### src/rtl/mutative_types.sv
// Shared constants and types for the mutative cache line adapter.
// Line geometry is fixed here; BEATS is derived and must not be overridden.
package mutative_types;

  localparam int LINE_BITS     = 256;
  localparam int BEAT_BITS     = 64;
  localparam int BEATS         = LINE_BITS / BEAT_BITS;
  localparam int BEAT_IDX_BITS = $clog2(BEATS);
  localparam int OFFSET_BITS   = $clog2(LINE_BITS / 8);

  typedef enum logic [2:0] {
    IDLE,
    RD_REQ,
    RD_BEAT,
    WR_BEAT,
    RESP
  } line_adapter_state_t;

  typedef logic [BEAT_IDX_BITS-1:0] beat_idx_t;

  // Strip the byte offset so the burst always targets the start of the line.
  function automatic logic [31:0] line_addr(input logic [31:0] addr);
    return {addr[31:OFFSET_BITS], {OFFSET_BITS{1'b0}}};
  endfunction

endpackage

### src/rtl/mutative_line_adapter_if.sv
// Cache-side (dfp) and memory-side (bmem) signals of the line adapter.
// slave: the adapter's view. master: the cache + burst memory view.
interface mutative_line_adapter_if;
  import mutative_types::*;

  logic [31:0]          dfp_addr;
  logic                 dfp_read;
  logic                 dfp_write;
  logic [LINE_BITS-1:0] dfp_wdata;
  logic [LINE_BITS-1:0] dfp_rdata;
  logic                 dfp_resp;

  logic [31:0]          bmem_addr;
  logic                 bmem_read;
  logic                 bmem_write;
  logic [BEAT_BITS-1:0] bmem_wdata;
  logic                 bmem_ready;
  logic [31:0]          bmem_raddr;
  logic [BEAT_BITS-1:0] bmem_rdata;
  logic                 bmem_rvalid;

  logic                 proto_err;

  modport slave (
    input  dfp_addr, dfp_read, dfp_write, dfp_wdata,
    input  bmem_ready, bmem_raddr, bmem_rdata, bmem_rvalid,
    output dfp_rdata, dfp_resp,
    output bmem_addr, bmem_read, bmem_write, bmem_wdata,
    output proto_err
  );

  modport master (
    output dfp_addr, dfp_read, dfp_write, dfp_wdata,
    output bmem_ready, bmem_raddr, bmem_rdata, bmem_rvalid,
    input  dfp_rdata, dfp_resp,
    input  bmem_addr, bmem_read, bmem_write, bmem_wdata,
    input  proto_err
  );

endinterface

### src/rtl/mutative_beat_buffer.sv
// One cacheline register: full-line load (writeback capture), indexed beat
// write (read assembly) and indexed beat read (writeback serialisation).
module mutative_beat_buffer
  import mutative_types::*;
(
  input  logic                 clk,
  input  logic                 rst,
  input  logic                 load_en,
  input  logic [LINE_BITS-1:0] load_line,
  input  logic                 beat_we,
  input  beat_idx_t            beat_widx,
  input  logic [BEAT_BITS-1:0] beat_wdata,
  input  beat_idx_t            beat_ridx,
  output logic [BEAT_BITS-1:0] beat_rdata,
  output logic [LINE_BITS-1:0] line
);

  logic [LINE_BITS-1:0] line_q;

  // Capture a whole writeback line, or drop one returned beat into its slot.
  always_ff @(posedge clk) begin
    // NOTE: this wide register is cleared on reset on purpose, so a burst cut
    // short by reset never leaves stale data visible; most buffers skip this.
    if (rst) begin
      line_q <= '0;
    end else if (load_en) begin
      // NOTE: state is always updated with <= so every flop samples the
      // pre-edge values regardless of statement order.
      line_q <= load_line;
    end else if (beat_we) begin
      line_q[BEAT_BITS*beat_widx +: BEAT_BITS] <= beat_wdata;
    end
  end

  assign beat_rdata = line_q[BEAT_BITS*beat_ridx +: BEAT_BITS];
  assign line       = line_q;

endmodule

### src/rtl/mutative_line_adapter.sv
// Line adapter under the mutative cache: turns one 256-bit line read/write
// into a 4-beat 64-bit burst and answers the cache with a one-cycle dfp_resp.
// Optional: define MUTATIVE_LINE_ADAPTER_RADDR_CHECK_EN to drop read beats
// whose bmem_raddr does not match the line being filled and raise proto_err.
module mutative_line_adapter
  import mutative_types::*;
(
  input logic                     clk,
  input logic                     rst,
  mutative_line_adapter_if.slave  bus
);

  localparam beat_idx_t LAST_BEAT = beat_idx_t'(BEATS - 1);

  line_adapter_state_t  state_q, state_d;
  logic [31:0]          addr_q;
  logic                 is_write_q;
  beat_idx_t            cnt_q;
  logic [LINE_BITS-1:0] rdata_q;

  logic                 start_wr;
  logic                 start_rd;
  logic                 beat_we;
  logic                 cnt_inc;
  logic                 bmem_read_c;
  logic                 bmem_write_c;
  logic                 resp_c;
  logic                 beat_addr_ok;

  logic [LINE_BITS-1:0] buf_line;
  logic [BEAT_BITS-1:0] buf_beat;

`ifdef MUTATIVE_LINE_ADAPTER_RADDR_CHECK_EN
  logic err_q;

  assign beat_addr_ok = (bus.bmem_raddr == addr_q);

  // Sticky flag: a mistagged beat in RD_BEAT, or any beat outside RD_BEAT.
  always_ff @(posedge clk) begin
    if (rst) begin
      err_q <= 1'b0;
    end else if (bus.bmem_rvalid && ((state_q != RD_BEAT) || !beat_addr_ok)) begin
      err_q <= 1'b1;
    end
  end

  assign bus.proto_err = err_q;
`else
  logic unused_raddr;

  assign unused_raddr  = ^bus.bmem_raddr;
  assign beat_addr_ok  = 1'b1;
  assign bus.proto_err = 1'b0;
`endif

  // State register.
  always_ff @(posedge clk) begin
    if (rst) begin
      state_q <= IDLE;
    end else begin
      state_q <= state_d;
    end
  end

  // Next-state and per-state controls; write wins when both requests are up.
  always_comb begin
    // NOTE: every signal gets a default first so no path leaves one
    // unassigned, which would otherwise infer a latch.
    state_d      = state_q;
    start_wr     = 1'b0;
    start_rd     = 1'b0;
    beat_we      = 1'b0;
    cnt_inc      = 1'b0;
    bmem_read_c  = 1'b0;
    bmem_write_c = 1'b0;
    resp_c       = 1'b0;
    unique case (state_q)
      IDLE: begin
        if (bus.dfp_write) begin
          start_wr = 1'b1;
          state_d  = WR_BEAT;
        end else if (bus.dfp_read) begin
          start_rd = 1'b1;
          state_d  = RD_REQ;
        end
      end
      RD_REQ: begin
        bmem_read_c = 1'b1;
        if (bus.bmem_ready) state_d = RD_BEAT;
      end
      RD_BEAT: begin
        if (bus.bmem_rvalid && beat_addr_ok) begin
          beat_we = 1'b1;
          cnt_inc = 1'b1;
          if (cnt_q == LAST_BEAT) state_d = RESP;
        end
      end
      WR_BEAT: begin
        bmem_write_c = 1'b1;
        if (bus.bmem_ready) begin
          cnt_inc = 1'b1;
          if (cnt_q == LAST_BEAT) state_d = RESP;
        end
      end
      RESP: begin
        resp_c  = 1'b1;
        state_d = IDLE;
      end
      default: state_d = IDLE;
    endcase
  end

  // Request latch, beat counter (wraps to 0 on the last beat) and the
  // persistent copy of the most recent read line.
  always_ff @(posedge clk) begin
    if (rst) begin
      addr_q     <= '0;
      is_write_q <= 1'b0;
      cnt_q      <= '0;
      rdata_q    <= '0;
    end else begin
      if (start_wr || start_rd) begin
        addr_q     <= line_addr(bus.dfp_addr);
        is_write_q <= start_wr;
        cnt_q      <= '0;
      end else if (cnt_inc) begin
        cnt_q <= cnt_q + 1'b1;
      end
      if ((state_q == RESP) && !is_write_q) begin
        rdata_q <= buf_line;
      end
    end
  end

  mutative_beat_buffer u_buffer (
    .clk        (clk),
    .rst        (rst),
    .load_en    (start_wr),
    .load_line  (bus.dfp_wdata),
    .beat_we    (beat_we),
    .beat_widx  (cnt_q),
    .beat_wdata (bus.bmem_rdata),
    .beat_ridx  (cnt_q),
    .beat_rdata (buf_beat),
    .line       (buf_line)
  );

  assign bus.bmem_read  = bmem_read_c;
  assign bus.bmem_write = bmem_write_c;
  assign bus.bmem_addr  = (bmem_read_c || bmem_write_c) ? addr_q : 32'h0;
  assign bus.bmem_wdata = bmem_write_c ? buf_beat : '0;
  assign bus.dfp_resp   = resp_c;
  // The response cycle shows the fresh read line, or zero for a writeback;
  // otherwise the last completed read line is held.
  assign bus.dfp_rdata  = (state_q == RESP) ? (is_write_q ? '0 : buf_line) : rdata_q;

endmodule

### src/flat_wrapper.sv
// flat-port wrapper written by rule: the top's interface ports become plain ports
module mutative_line_adapter_flat import mutative_types::*;
  (clk, rst, bus_dfp_addr, bus_dfp_read, bus_dfp_write, bus_dfp_wdata, bus_bmem_ready, bus_bmem_raddr, bus_bmem_rdata, bus_bmem_rvalid, bus_dfp_rdata, bus_dfp_resp, bus_bmem_addr, bus_bmem_read, bus_bmem_write, bus_bmem_wdata, bus_proto_err);
  mutative_line_adapter_if bus_i ();
  input logic clk;
  input logic rst;
  input wire logic [$bits(bus_i.dfp_addr)-1:0] bus_dfp_addr;
  input wire logic [$bits(bus_i.dfp_read)-1:0] bus_dfp_read;
  input wire logic [$bits(bus_i.dfp_write)-1:0] bus_dfp_write;
  input wire logic [$bits(bus_i.dfp_wdata)-1:0] bus_dfp_wdata;
  input wire logic [$bits(bus_i.bmem_ready)-1:0] bus_bmem_ready;
  input wire logic [$bits(bus_i.bmem_raddr)-1:0] bus_bmem_raddr;
  input wire logic [$bits(bus_i.bmem_rdata)-1:0] bus_bmem_rdata;
  input wire logic [$bits(bus_i.bmem_rvalid)-1:0] bus_bmem_rvalid;
  output wire logic [$bits(bus_i.dfp_rdata)-1:0] bus_dfp_rdata;
  output wire logic [$bits(bus_i.dfp_resp)-1:0] bus_dfp_resp;
  output wire logic [$bits(bus_i.bmem_addr)-1:0] bus_bmem_addr;
  output wire logic [$bits(bus_i.bmem_read)-1:0] bus_bmem_read;
  output wire logic [$bits(bus_i.bmem_write)-1:0] bus_bmem_write;
  output wire logic [$bits(bus_i.bmem_wdata)-1:0] bus_bmem_wdata;
  output wire logic [$bits(bus_i.proto_err)-1:0] bus_proto_err;
  assign bus_i.dfp_addr = bus_dfp_addr;
  assign bus_i.dfp_read = bus_dfp_read;
  assign bus_i.dfp_write = bus_dfp_write;
  assign bus_i.dfp_wdata = bus_dfp_wdata;
  assign bus_i.bmem_ready = bus_bmem_ready;
  assign bus_i.bmem_raddr = bus_bmem_raddr;
  assign bus_i.bmem_rdata = bus_bmem_rdata;
  assign bus_i.bmem_rvalid = bus_bmem_rvalid;
  assign bus_dfp_rdata = bus_i.dfp_rdata;
  assign bus_dfp_resp = bus_i.dfp_resp;
  assign bus_bmem_addr = bus_i.bmem_addr;
  assign bus_bmem_read = bus_i.bmem_read;
  assign bus_bmem_write = bus_i.bmem_write;
  assign bus_bmem_wdata = bus_i.bmem_wdata;
  assign bus_proto_err = bus_i.proto_err;
  mutative_line_adapter u_core (.clk(clk), .rst(rst), .bus(bus_i));
endmodule
### config.mk
export PLATFORM = sky130hd
export DESIGN_NAME = mutative_line_adapter_flat
export DESIGN_NICKNAME = d
export VERILOG_FILES = /design/src/rtl/mutative_types.sv /design/src/rtl/mutative_line_adapter_if.sv /design/src/rtl/mutative_beat_buffer.sv /design/src/rtl/mutative_line_adapter.sv /design/src/flat_wrapper.sv
export SDC_FILE = /design/constraint.sdc
export NUM_CORES = 2
export LEC_CHECK = 0
export ABC_CLOCK_PERIOD_IN_PS = 8050
export CORE_AREA = 4 4 291 293
export CTS_BUF_LIST = sky130_fd_sc_hd__clkbuf_4
export DETAILED_ROUTE_END_ITERATION = 10
export DIE_AREA = 0 0 295 297
export PLACE_DENSITY = 0.6
export SETUP_SLACK_MARGIN = 0.02
export SYNTH_ARGS = -nofsm -noshare
export SYNTH_HDL_FRONTEND = slang
export SYNTH_SLANG_ARGS = --single-unit
### constraint.sdc
create_clock -name clk -period 8.05 [get_ports clk]
set_input_delay 1.61 -clock clk [delete_from_list [all_inputs] [get_ports clk]]
set_output_delay 1.61 -clock clk [all_outputs]
set_load 0.02 [all_outputs]
==> flow_summary.yaml <==
status:
  result_of_the_run: "completed"
clocking:
  clock_insertion_delay_worst_skew_ns: 1.01
  cts.sink_count: 545
  number_of_buffers_created_by_cts: 161
  hold_buffers: 0
  cts.htree.levels: 4
  clock-root-buffer: "sky130_fd_sc_hd__clkbuf_4"
  postCtsSetupBuffers: 0
  clock_transition_at_the_register_clock_pins_on_the_worst_setup_and_hold_paths_after_cts_ns: 0.06
  cts-root-to-sink-buffers: 3
  tritoncts_clock_tree: "built"
  post_cts.resized_instances: 0
sta:
  max_freq_ghz: 0.1727
  tns_ns: 0
  shortest_period_the_worst_path_allows_ns: 5.789
  report.final.hold_viol_count: 0
  grt_setup_unrepaired: "no"
  finalClockSkew_ns: 0.07131
  maxSlewHeadroom_pct: 17.65
  final.hold.worst_slack_ns: 0.4459
  setup_viol: 0
  final_max_slew_viol_count: 0
  worst_max_slew_pin_slew_ns: 1.235
  timing.final.crit_share_pct: 71.91
worst_setup_path:
  r2r_cells: 7
  worstSetupEndpointType: "output pin"
  cp_data_required_time_ns: 6.44
  crit-reg2reg-launch: "u_core.cnt_q[1]$_SDFFE_PP0P_"
  crit-reg2reg-capture: "u_core.u_buffer.line[172]$_SDFFE_PP0P_"
  r2r_setup_slack_ns: 3.96
  type_of_the_worst_setup_path: "reg -> out"
  critPathLaunchType: "register"
  worstPathMaxFanout: 40
  worst_ep_arrival_time_ns: 4.18
worst_hold_path:
  hold_path_depth: 2
  hold_path.class: "reg -> reg"
  hold_path_startpoint: "u_core.u_buffer.line[142]$_SDFFE_PP0P_"
  hold_path_end: "u_core.rdata_q[142]$_SDFFE_PP0P_"
yosys:
  synthesis.instances: 3084
  yosys.area_share.adder_pct: 0.2461
  synth_top_family_by_area: "simple AND/OR/NAND/NOR gates"
  post_synth_mux_area_share_pct: 5.709
  post_synthesis_simple_gate_area_fraction_pct: 23.64
  share_of_the_yosys_chip_area_belonging_to_registers_pct: 42.92
  synth_cell_type_count: 47
  synth_xor_xnor_area_share_pct: 0
  yosys_synthesis_warning_count: 0
  synth_async_reset_ratio_pct: 0
  synth_flop_cell: "sky130_fd_sc_hd__dfxtp_1"
  synthesis.area_sq_mm: 0.02542
  synth-edff-count: 0
  postSynthAreaPerCell_sq_um: 8.244
  synth-compound-area-share_pct: 21.89
  flop_and_latch_count_out_of_synthesis: 545
detailed_routing:
  viasPerCell: 5.536
  route.antenna.remaining_nets: 0
  detail_route.wirelength_um: 119000
  first_iter_violations: 2417
  post-route-drc-count: 0
  routedWlPerCell_um: 24.36
  total_vias_in_the_final_route: 27040
  detailed_routing_iteration_count_for_the_pre_antenna_repair_pass: 5
global_routing:
  grt_pass1_vias: 25850
  antenna_found_initial: 40
  groute.usage.overall_pct: 25.94
  grt_max_degree: 167
  globalRouteOverflowTotal: 0
  wire_length_of_the_first_global_routing_pass_um: 172800
layout:
  layout_commonest_cell: "sky130_fd_sc_hd__nand2_1"
  layout.area.seq_sq_mm: 0.01093
  fin_nets: 4070
  fillers: 8305
  area.growth.synth_to_final_pct: 37.68
  multi_input_area_sq_mm: 0.01322
  layout.cells.most_common_list: "1027 x sky130_fd_sc_hd__nand2_1, 701 x sky130_fd_sc_hd__clkdlybuf4s50_1, 540 x sky130_fd_sc_hd__dfxtp_1, 350 x sky130_fd_sc_hd__a21oi_1, 258 x sky130_fd_sc_hd__and3_1"
  postLayoutCoreUtil_pct: 42.77
  drive_above_1_share_pct: 10.04
power_and_ir_drop:
  total_leakage_power_nw: 14.35
  power.density_mw_per_mm2: 195.7
  design_power_total_w: 0.006851
  worst_ir_drop_on_vdd_v: 0.00009026
floorplanning:
  core_sq_mm: 0.08185
  floorplan.initialDensity_pct: 31.06
  placement_rows: 105
  io_pins: 746
  die_y_um: 297
  die_w_um: 295
  floorplan.die_area_sq_mm: 0.08762
placement:
  dp_hpwl_um: 73860
  placement.io_buffers: 702
  place_congestion: 0.8393
flow_run:
  maxCapViolations: 0
[metal layers]
metal	GRT usage [%]	part of all wire, %
met4	12.05	4.0
met2	41.60	47
met5	0	0.13
met1	31.81	39
met3	8.033	9.8
[cell type report]
| class | instances | share of cell area [%] |
|---|---|---|
| Multi-Input combinational cell | 2224 | 37.77 |
| Sequential cell | 545 | 31.22 |
| Timing Repair Buffer | 738 | 21.11 |
| Clock buffer | 235 | 5.040 |
| Tap cell | 1070 | 3.825 |
| Clock inverter | 38 | 0.7685 |
| Antenna cell | 29 | 0.2073 |
| Inverter | 5 | 0.05719 |
[flip-flops by register name, summed over array words and instances, names as in the netlist]
| name | cells |
|---|---|
| u_core.state_q | 3 |
| u_core.u_buffer.line | 256 |
| u_core.addr_q | 27 |
| u_core.cnt_q | 2 |
| u_core.is_write_q | 1 |
| u_core.rdata_q | 256 |
[worst max-delay path: stages, from the launching register on]
cell and delay [ns]:
sky130_fd_sc_hd__dfxtp_4 0.91, sky130_fd_sc_hd__buf_4 0.80, sky130_fd_sc_hd__mux4_2 0.66, sky130_fd_sc_hd__and3_1 0.21, sky130_fd_sc_hd__clkdlybuf4s50_1 0.53
[through the flow]
stage                     area (sq um)  cells  setup slack (ns)
after global placement           32900   4582             3.117
after floorplan                  25440   3089             4.560
after CTS                        34930   4855             2.032
final                            35000   4884             2.261
after global routing             34980   4877             1.969
after detailed placement         32900   4582             3.118
[power breakdown]
part | switching (W) | internal, W | total (W)
sequential | 0.000171 | 0.00285 | 0.00302
combinational | 0.000624 | 0.000494 | 0.00112
clock | 0.00128 | 0.00143 | 0.00271
[kinds of logic after synthesis]
| group | after synthesis |
|---|---|
| AO/OA/AOI/OAI | 779 |
| adder cells (fa/ha/maj) | 5 |
| buffers and inverters | 320 |
| flip-flops | 545 |
| multiplexers | 65 |
| other | 1 |
| AND/OR/NAND/NOR | 1369 |
[worst max path at each step]
stage                     slack [ns]                          from            endpoint
after floorplan                 4.56  u_core.cnt_q[0]$_SDFFE_PP0P_  bus_bmem_wdata[36]
after global placement          3.12  u_core.cnt_q[0]$_SDFFE_PP0P_  bus_bmem_wdata[61]
after detailed placement        3.12  u_core.cnt_q[0]$_SDFFE_PP0P_  bus_bmem_wdata[61]
after CTS                       2.03  u_core.cnt_q[0]$_SDFFE_PP0P_  bus_bmem_wdata[61]
after global routing            1.97  u_core.cnt_q[0]$_SDFFE_PP0P_  bus_bmem_wdata[61]
final                           2.26  u_core.cnt_q[0]$_SDFFE_PP0P_  bus_bmem_wdata[61]
[synthesized netlist by cell type, types with 32 or more instances]
library cell | count | share of area, %
sky130_fd_sc_hd__mux4_2 | 64 | 5.7
sky130_fd_sc_hd__o21bai_1 | 66 | 1.9
sky130_fd_sc_hd__a21oi_1 | 350 | 6.9
sky130_fd_sc_hd__a221o_1 | 192 | 7.6
sky130_fd_sc_hd__o311ai_0 | 64 | 2.2
sky130_fd_sc_hd__dfxtp_1 | 545 | 43
sky130_fd_sc_hd__nand2_1 | 1027 | 15
sky130_fd_sc_hd__clkbuf_1 | 205 | 3.0
sky130_fd_sc_hd__a32oi_1 | 64 | 2.2
sky130_fd_sc_hd__buf_2 | 78 | 1.5
sky130_fd_sc_hd__o21ai_0 | 32 | 0.63
sky130_fd_sc_hd__and3_1 | 259 | 6.4
No activity file was read; power rests on OpenSTA's default activity.
